$ cat src/rtl/axil_master_bridge.sv
// Command/response to AXI-Lite master bridge.
// Handshakes: a transfer happens on any cycle where valid && ready are both
// high at the rising clock edge; a raised valid and its payload hold until then.
// One transaction is in flight at a time. An optional watchdog aborts stalled
// bus transactions with a SLVERR-coded response flagged by rsp_timeout.
module axil_master_bridge #(
    parameter int AXI_AWIDTH     = 12,
    parameter int AXI_DWIDTH     = 32,
    parameter int TIMEOUT_CYCLES = 256
) (
    input  logic                    clk,
    input  logic                    rst_n,
    // command side
    input  logic                    cmd_valid,
    output logic                    cmd_ready,
    input  logic                    cmd_write,
    input  logic [AXI_AWIDTH-1:0]   cmd_addr,
    input  logic [AXI_DWIDTH-1:0]   cmd_wdata,
    input  logic [AXI_DWIDTH/8-1:0] cmd_wstrb,
    // response side
    output logic                    rsp_valid,
    input  logic                    rsp_ready,
    output logic                    rsp_write,
    output logic [AXI_DWIDTH-1:0]   rsp_rdata,
    output logic [1:0]              rsp_resp,
    output logic                    rsp_timeout,
    // AXI-Lite master
    output logic [AXI_AWIDTH-1:0]   AWADDR,
    output logic [2:0]              AWPROT,
    output logic                    AWVALID,
    input  logic                    AWREADY,
    output logic [AXI_DWIDTH-1:0]   WDATA,
    output logic [AXI_DWIDTH/8-1:0] WSTRB,
    output logic                    WVALID,
    input  logic                    WREADY,
    input  logic                    BVALID,
    input  logic [1:0]              BRESP,
    output logic                    BREADY,
    output logic [AXI_AWIDTH-1:0]   ARADDR,
    output logic [2:0]              ARPROT,
    output logic                    ARVALID,
    input  logic                    ARREADY,
    input  logic [AXI_DWIDTH-1:0]   RDATA,
    input  logic [1:0]              RRESP,
    input  logic                    RVALID,
    output logic                    RREADY,
    // debug: current FSM state
    output logic [2:0]              state_dbg
);

    typedef enum logic [2:0] {
        IDLE    = 3'd0,
        WR_REQ  = 3'd1,
        WR_RESP = 3'd2,
        RD_REQ  = 3'd3,
        RD_DATA = 3'd4,
        RSP     = 3'd5
    } state_t;

    localparam int CW = (TIMEOUT_CYCLES > 0) ? $clog2(TIMEOUT_CYCLES + 1) : 1;
    // The abort fires in the cycle whose increment would reach the limit, so a
    // stalled request stays visible on the bus for exactly TIMEOUT_CYCLES cycles.
    localparam logic [CW-1:0] TO_LAST = CW'((TIMEOUT_CYCLES > 0) ? TIMEOUT_CYCLES - 1 : 0);

    state_t state_q, state_d;
    logic [CW-1:0] cnt_q, cnt_d;
    logic awvalid_d, wvalid_d, arvalid_d, bready_d, rready_d;
    logic [AXI_AWIDTH-1:0] awaddr_d, araddr_d;
    logic [AXI_DWIDTH-1:0] wdata_d, rsp_rdata_d;
    logic [AXI_DWIDTH/8-1:0] wstrb_d;
    logic rsp_valid_d, rsp_write_d, rsp_timeout_d;
    logic [1:0] rsp_resp_d;
    logic busy, done, to_hit;

    assign cmd_ready = (state_q == IDLE);
    assign AWPROT    = 3'b000;
    assign ARPROT    = 3'b000;
    assign state_dbg = state_q;

    // Next state, next registered outputs and watchdog counter.
    always_comb begin
        state_d       = state_q;
        cnt_d         = cnt_q;
        awvalid_d     = AWVALID;
        wvalid_d      = WVALID;
        arvalid_d     = ARVALID;
        bready_d      = BREADY;
        rready_d      = RREADY;
        awaddr_d      = AWADDR;
        araddr_d      = ARADDR;
        wdata_d       = WDATA;
        wstrb_d       = WSTRB;
        rsp_valid_d   = rsp_valid;
        rsp_write_d   = rsp_write;
        rsp_rdata_d   = rsp_rdata;
        rsp_resp_d    = rsp_resp;
        rsp_timeout_d = rsp_timeout;
        done          = 1'b0;
        busy          = (state_q == WR_REQ) || (state_q == WR_RESP) ||
                        (state_q == RD_REQ) || (state_q == RD_DATA);
        to_hit        = (TIMEOUT_CYCLES != 0) && (cnt_q == TO_LAST);

        if (busy && (cnt_q != '1)) begin
            cnt_d = cnt_q + 1'b1;
        end

        case (state_q)
            IDLE: begin
                if (cmd_valid) begin
                    cnt_d       = '0;
                    rsp_write_d = cmd_write;
                    if (cmd_write) begin
                        awaddr_d  = cmd_addr;
                        wdata_d   = cmd_wdata;
                        wstrb_d   = cmd_wstrb;
                        awvalid_d = 1'b1;
                        wvalid_d  = 1'b1;
                        state_d   = WR_REQ;
                    end else begin
                        araddr_d  = cmd_addr;
                        arvalid_d = 1'b1;
                        state_d   = RD_REQ;
                    end
                end
            end
            WR_REQ: begin
                // AW and W complete independently; each valid drops after its own handshake.
                awvalid_d = AWVALID && !AWREADY;
                wvalid_d  = WVALID && !WREADY;
                if (!awvalid_d && !wvalid_d) begin
                    done     = 1'b1;
                    bready_d = 1'b1;
                    state_d  = WR_RESP;
                end
            end
            WR_RESP: begin
                if (BVALID && BREADY) begin
                    done          = 1'b1;
                    bready_d      = 1'b0;
                    rsp_valid_d   = 1'b1;
                    rsp_resp_d    = BRESP;
                    rsp_rdata_d   = '0;
                    rsp_timeout_d = 1'b0;
                    state_d       = RSP;
                end
            end
            RD_REQ: begin
                if (ARVALID && ARREADY) begin
                    done      = 1'b1;
                    arvalid_d = 1'b0;
                    rready_d  = 1'b1;
                    state_d   = RD_DATA;
                end
            end
            RD_DATA: begin
                if (RVALID && RREADY) begin
                    done          = 1'b1;
                    rready_d      = 1'b0;
                    rsp_valid_d   = 1'b1;
                    rsp_resp_d    = RRESP;
                    rsp_rdata_d   = RDATA;
                    rsp_timeout_d = 1'b0;
                    state_d       = RSP;
                end
            end
            RSP: begin
                if (rsp_ready) begin
                    rsp_valid_d = 1'b0;
                    state_d     = IDLE;
                end
            end
            default: state_d = IDLE;
        endcase

        // Watchdog abort; a completion in the same cycle wins.
        if (busy && !done && to_hit) begin
            awvalid_d     = 1'b0;
            wvalid_d      = 1'b0;
            arvalid_d     = 1'b0;
            bready_d      = 1'b0;
            rready_d      = 1'b0;
            rsp_valid_d   = 1'b1;
            rsp_resp_d    = 2'b10;
            rsp_rdata_d   = '0;
            rsp_timeout_d = 1'b1;
            state_d       = RSP;
        end
    end

    // State, counter and all registered outputs.
    always_ff @(posedge clk or negedge rst_n) begin
        if (!rst_n) begin
            state_q     <= IDLE;
            cnt_q       <= '0;
            AWVALID     <= 1'b0;
            WVALID      <= 1'b0;
            ARVALID     <= 1'b0;
            BREADY      <= 1'b0;
            RREADY      <= 1'b0;
            AWADDR      <= '0;
            WDATA       <= '0;
            WSTRB       <= '0;
            ARADDR      <= '0;
            rsp_valid   <= 1'b0;
            rsp_write   <= 1'b0;
            rsp_rdata   <= '0;
            rsp_resp    <= 2'b00;
            rsp_timeout <= 1'b0;
        end else begin
            state_q     <= state_d;
            cnt_q       <= cnt_d;
            AWVALID     <= awvalid_d;
            WVALID      <= wvalid_d;
            ARVALID     <= arvalid_d;
            BREADY      <= bready_d;
            RREADY      <= rready_d;
            AWADDR      <= awaddr_d;
            WDATA       <= wdata_d;
            WSTRB       <= wstrb_d;
            ARADDR      <= araddr_d;
            rsp_valid   <= rsp_valid_d;
            rsp_write   <= rsp_write_d;
            rsp_rdata   <= rsp_rdata_d;
            rsp_resp    <= rsp_resp_d;
            rsp_timeout <= rsp_timeout_d;
        end
    end

endmodule

$ cat config.mk
export PLATFORM = sky130hd
export DESIGN_NAME = axil_master_bridge
export DESIGN_NICKNAME = d
export VERILOG_FILES = /design/src/rtl/axil_master_bridge.sv
export SDC_FILE = /design/constraint.sdc
export NUM_CORES = 1
export LEC_CHECK = 0
export ABC_AREA = 1
export CORE_UTILIZATION = 46
export DETAILED_ROUTE_END_ITERATION = 7
export GPL_ROUTABILITY_DRIVEN = 0
export PLACE_DENSITY_LB_ADDON = 0.25
export SLEW_MARGIN = 10
export SYNTH_ARGS = -nofsm -noshare
export SYNTH_HDL_FRONTEND = slang
export SYNTH_SLANG_ARGS = --single-unit
$ cat constraint.sdc
create_clock -name clk -period 5.9 [get_ports clk]
set_clock_uncertainty 0.1 [all_clocks]
set_input_delay 1.18 -clock clk [delete_from_list [all_inputs] [get_ports clk]]
set_output_delay 1.18 -clock clk [all_outputs]
set_load 0.02 [all_outputs]
==> results.md, run 1 <==
* Status: completed
* Worst flop-to-flop path endpoint: ARADDR[8]
* Final ANT Viol Nets at 0
* Pwr dens at 552 nW/um^2
* Detailed-route via count at 4119
* Max Buffers Root-to-Sink at 2
* Synthesis-to-layout area growth at 52.3%
* Initial drt markers at 189
* DR WL/cell at 15.5 um
* VDD IR max at 0.314 mV
* Total global routing overflow at 0
* Final Cycle Share at 0.565
* Dominant cells by area after synthesis: dfrtp_1 (57%), nand2_1 (9.6%), mux2_2 (8.2%)
* Average cell area after synthesis at 10.1 um^2
* Yosys synthesis warning count at 0
* RSZ-0062 raised after global routing: no
* Setup bufs post-CTS at 0
* CP delay by family, top: buffers and inverters
* CTS tree: done
* Die area at 11200 um^2
* Number of enable flip-flop cells after synthesis at 0
* TritonRoute pass-1 iters at 5
* Total Routing Usage GR at 0.244
* Leak pwr at 3.49 nW
* CP Data Required Time at 4620 ps
* Crit path kind: reg2out
* Worst r2r src: state_dbg[1]
* # resized after CTS at 0
* Drt total wl at 13000 um
* CP Depth at 4
* Final slew viol count at 0
* Area leader, netlist: dfrtp_1
* Setup TNS at 0 ps
* Buffers on Ports at 199
* Die boundary height at 106 um
* Most frequent CP cell: nor2_4
* Area of the core at 10400 um^2
* Max Fclk at 300 MHz
* Fin nets at 788
* Most numerous cell in the Yosys netlist: nand2_1
* Synth Register Bits at 114
* Worst-Skew Late Latency at 500 ps
* Die X at 106 um
* Slowest cell on crit path: clkdlybuf4s50_1
* Commonest cells in the netlist: nand2_1 (127), dfrtp_1 (114), inv_1 (38)
* Via density per instance at 4.93
* Crit. Startpoint: state_dbg[1]
* Worst Setup Start Kind: flop
* Clk pin slew, worst setup/hold paths at 50 ps
* Num CTS Buffers at 17
* Slew @ Worst Pin at 843 ps
* Crit path max fanout at 9
* Std cell rows at 37
* Clk sinks at 114
* FF-to-FF path depth at 5
* Max Cap Viol at 0
* Distinct cells, synth at 39
* Hold violation count in the final report at 0
* Post-Syn Instances at 490
* Worst-path cell chain: nor2_4 -> inv_1 -> nor2_4 -> clkdlybuf4s50_1
* CP endpoint kind: output port
* Setup-failing EPs final at 0
* H-tree depth at 4
* I/O Pins at 206
* FF-to-FF setup slack at 3320 ps
* Setup ws final at 2570 ps
* Post-route minimum period at 3330 ps
* Global-route wire length before repair at 21200 um
* Starting Density at 0.477
* Clock root buffer: clkbuf_8
* Max_slew headroom at 0.438
* Register area share after synthesis at 0.574
* Top-area cell type share of the netlist area at 0.574
* CP max stage delay at 620 ps
* Initial antenna violation count at 0
* Largest net degree at the start of global routing at 67
* Worst setup path endpoint: cmd_ready
* CP Buf/Inv Count at 2
* Post-synth top flop: dfrtp_1
* Number of global-route vias before repair at 4295
* # DRC at 0
* CTS Hold Bufs at 0
* Crit path DAT at 2050 ps
* Share of post-route cells with drive strength above 1 at 0.167
* Detailed placement HPWL at 9200 um
* Dpl ws at 2330 ps
* Tightest Hold Check Type: reg2reg
* Ant. Diodes at 0
* Cell Area, Synth at 4970 um^2
* Synth async-reset ratio at 1.00
[flip-flops by register name (all words and copies together) (netlist names), 2 cells and up]
signal     cells
WDATA         32
rsp_rdata     32
ARADDR        12
AWADDR        12
cnt_q          9
WSTRB          4
state_dbg      3
rsp_resp       2
[layout by cell type, fill, tap and decap left out, drive strengths merged, types with 2 or more instances in the layout]
cell type,synthesis,layout
nor3,7,7
a21oi,8,8
buf,15,3
nor2,26,26
clkdlybuf4s50,0,198
nand2,150,150
mux2,36,36
ha,3,3
o21ai,49,49
conb,1,6
nand4,2,2
dfrtp,114,114
nor3b,2,2
nand3,13,13
a211oi,2,2
o21a,3,3
bufinv,0,3
clkbuf,9,22
clkinv,1,4
inv,43,43
[metrics by stage]
step | total power, W | hold slack, ps | util | instances | cell area (um^2)
global route | 0.00441 | 401 | 0.726 | 836 | 7570
detailed placement | 0.00318 | 366 | 0.671 | 808 | 6990
global placement | 0.00313 | 353 | 0.671 | 808 | 6990
floorplan | 0.00237 | 411 | - | 495 | 4990
finish | 0.00417 | 371 | 0.726 | 836 | 7570
CTS | 0.00421 | 379 | 0.726 | 836 | 7570
[cell families (layout without fill, tap and decap cells)]
kind of cell               Yosys count  after routing  synth area share
and+or+nand+nor                    202            202             0.184
DFF                                114            114             0.574
buffers and inverters               68            273            0.0698
AOI/OAI and AO/OA                   65             65            0.0801
muxes                               36             36            0.0816
adders and majority gates            3              3           0.00756
other                                1              6          0.000755
xor gates and xnor gates             1              1           0.00176
[final cells by class]
cell class | instances | area [um^2]
clock buffers | 22 | 473
clock inverters | 6 | 105
fillers | 762 | 2850
inverters | 44 | 173
multi-input cells | 313 | 1790
flip-flops and latches | 114 | 2850
well taps | 136 | 170
repair buffers | 201 | 2000
[how the worst min path moves through the flow]
stage	from	end	slack (ps)	depth (start not counted)
global route	rsp_rdata[7]	rsp_rdata[7]	400	2
floorplan	cnt_q[7]	cnt_q[7]	410	2
detailed placement	rsp_rdata[29]	rsp_rdata[29]	370	2
global placement	rsp_rdata[26]	rsp_rdata[26]	350	2
CTS	rsp_rdata[29]	rsp_rdata[29]	380	2
finish	rsp_rdata[27]	rsp_rdata[27]	370	2
[worst min-delay path, stage by stage (launching register included)]
cell     delay, ps
dfrtp_1        330
nand2_1         50
nand2_1         50
[layer usage]
layer	wire, um	share of wire	track usage	up-vias
met1	5180	0.40	0.285	1974
met2	6430	0.50	0.414	174
met5	0	0	0	-
li1	-	-	-	1955
met4	228	0.018	0.102	0
met3	1110	0.086	0.0791	16
[report_power, final]
group	switching [W]	leakage (nW)	total [W]	internal [W]
clock	0.000323	0.288	0.000998	0.000675
sequential	0.000217	1.45	0.00132	0.00110
combinational	0.00100	1.76	0.00186	0.000856
total	0.00154	3.49	0.00417	0.00263
(Power assumes the default switching activity.)
==> run 2: changes to the inputs <==
--- a/config.mk
+++ b/config.mk
@@ -6,7 +6,7 @@
 export NUM_CORES = 1
 export LEC_CHECK = 0
 export ABC_AREA = 1
-export CORE_UTILIZATION = 46
+export CORE_UTILIZATION = 39
 export DETAILED_ROUTE_END_ITERATION = 7
 export GPL_ROUTABILITY_DRIVEN = 0
 export PLACE_DENSITY_LB_ADDON = 0.25
==> constraint.sdc (replaced) <==
create_clock -name clk -period 2.9 [get_ports clk]
set_clock_uncertainty 0.1 [all_clocks]
set_input_delay 0.58 -clock clk [delete_from_list [all_inputs] [get_ports clk]]
set_output_delay 0.58 -clock clk [all_outputs]
set_load 0.02 [all_outputs]
==> run 2 against run 1 <==
Compared with the run above:
- clock power up 110%
- non-clock buffer count grew 4
- global-route usage decreased by 4.5 points
- via count down 0.46%
- critical path type unchanged
- largest cell class unchanged
==> results.md, run 2 (same netlist as run 1, synthesis figures left out) <==
* Fin nets at 792
* Met3 global-route usage at 0.0912
* Hold violation count in the final report at 0
* Clock root buffer: clkbuf_16
* Max Fclk at 372 MHz
* Commonest non-fill, non-tap cell in the layout: clkdlybuf4s50_1
* I/O Pins at 206
* Met2 GRT Util at 0.316
* Pwr dens at 1110 nW/um^2
* Std cell rows at 40
* Met1 Use GR at 0.235
* Detailed-route via count at 4100
* # resized after CTS at 0
* CP Data Required Time at 2220 ps
* Starting Density at 0.407
* Initial drt markers at 185
* Setup bufs post-CTS at 0
* Clk sinks at 114
* Worst r2r src: state_dbg[0]
* Status: completed
* Setup-failing EPs final at 0
* Ant. Diodes at 0
* Total global routing overflow at 0
* Regs by FF count: WDATA (32), rsp_rdata (32)
* Final slew viol count at 0
* Num CTS Buffers at 17
* Leak pwr at 3.52 nW
* Via density per instance at 4.69
* Worst-Skew Late Latency at 410 ps
* FF-to-FF setup slack at 540 ps
* Detailed placement HPWL at 9000 um
* Max Cap Viol at 0
* RSZ-0062 raised after global routing: no
* Crit path max fanout at 9
* Die area at 13200 um^2
* CTS Hold Bufs at 0
* Drt total wl at 12600 um
* Share of post-route cells with drive strength above 1 at 0.174
* Initial antenna violation count at 0
* Tightest Hold Check Type: in2async
* FF-to-FF path depth at 9
* Max Buffers Root-to-Sink at 2
* Worst setup path endpoint: cmd_ready
* Number of global-route vias before repair at 4098
* # DRC at 0
* Synthesis-to-layout area growth at 54.5%
* Post-route minimum period at 2690 ps
* Global-route wire length before repair at 20000 um
* Crit path kind: reg2out
* Final ANT Viol Nets at 0
* CTS tree: done
* Final Cycle Share at 0.927
* Post-route insts no fill at 875
* Area of the core at 12200 um^2
* GR peak layer: met2
* Die boundary height at 115 um
* H-tree depth at 4
* Clk pin slew, worst setup/hold paths at 50 ps
* Buffers on Ports at 199
* Filler cells at 1042
* Max_slew headroom at 0.524
* Crit path DAT at 2010 ps
* Die X at 115 um
* CP endpoint kind: output port
* Worst Setup Start Kind: flop
* Worst flop-to-flop path endpoint: rsp_rdata[13]
* Slew @ Worst Pin at 713 ps
* Dpl cells at 844
* DR WL/cell at 14.4 um
* TritonRoute pass-1 iters at 4
* Crit. Startpoint: state_dbg[1]
* VDD IR max at 0.644 mV
* Total Routing Usage GR at 0.200
* Largest net degree at the start of global routing at 62
* Setup TNS at 0 ps
* Commonest non-fill, non-tap cells in the layout: clkdlybuf4s50_1 (198), nand2_1 (127), dfrtp_1 (114), inv_1 (38)
[run 2: changes by cell type in the layout (fill, tap and decap cells not counted), sizes merged]
cell	delta
clkinvlp	+2
clkinv	+2
clkbuf	-1
buf	+4
[run 2: routing by layer]
layer | wire length, um | vias up
met3 | 1430 | 19
met5 | 0 | -
met2 | 5720 | 191
met4 | 222 | 0
met1 | 5220 | 1920
li1 | - | 1970
[run 2: worst max-delay path, stage by stage, from the launching register on]
cell and delay (ps):
dfrtp_1 510, nor2_4 190, inv_1 110, nor2_4 160, clkdlybuf4s50_1 630
[run 2: worst min-delay path by stage]
stage / start / end / slack, ps
2_1_floorplan: rst_n / ARADDR[0] / 180
3_3_place_gp: rsp_resp[0] / rsp_resp[0] / 360
3_5_place_dp: rsp_resp[0] / rsp_resp[0] / 360
5_1_grt: rst_n / rsp_rdata[29] / 100
4_1_cts: rst_n / rsp_rdata[29] / 80
6_report: rst_n / BREADY / 70
[run 2: per-stage QoR]
step	utilization	power [W]	setup slack, ps	hold WS (ps)	cell area [um^2]
after floorplan	-	0.00483	861	184	4990
after global placement	0.580	0.00640	381	355	7080
after detailed placement	0.580	0.00648	315	359	7080
after CTS	0.629	0.00862	204	79.7	7680
after global routing	0.629	0.00901	145	99.6	7680
final	0.629	0.00853	212	74.9	7680
[run 2: cell type report]
class | count | area, um^2 | share of cell area
Sequential cell | 114 | 2850 | 0.372
Inverter | 44 | 173 | 0.0225
Clock inverter | 10 | 134 | 0.0174
Clock buffer | 21 | 460 | 0.0600
Timing Repair Buffer | 205 | 2060 | 0.268
Multi-Input combinational cell | 313 | 1790 | 0.233
Tap cell | 168 | 210 | 0.0274
[run 2: where the power goes]
part           internal (W)  switching, W  leakage, nW
combinational       0.00176       0.00202         1.79
sequential          0.00225      0.000428         1.45
clock               0.00138      0.000696        0.289
total               0.00539       0.00315         3.52
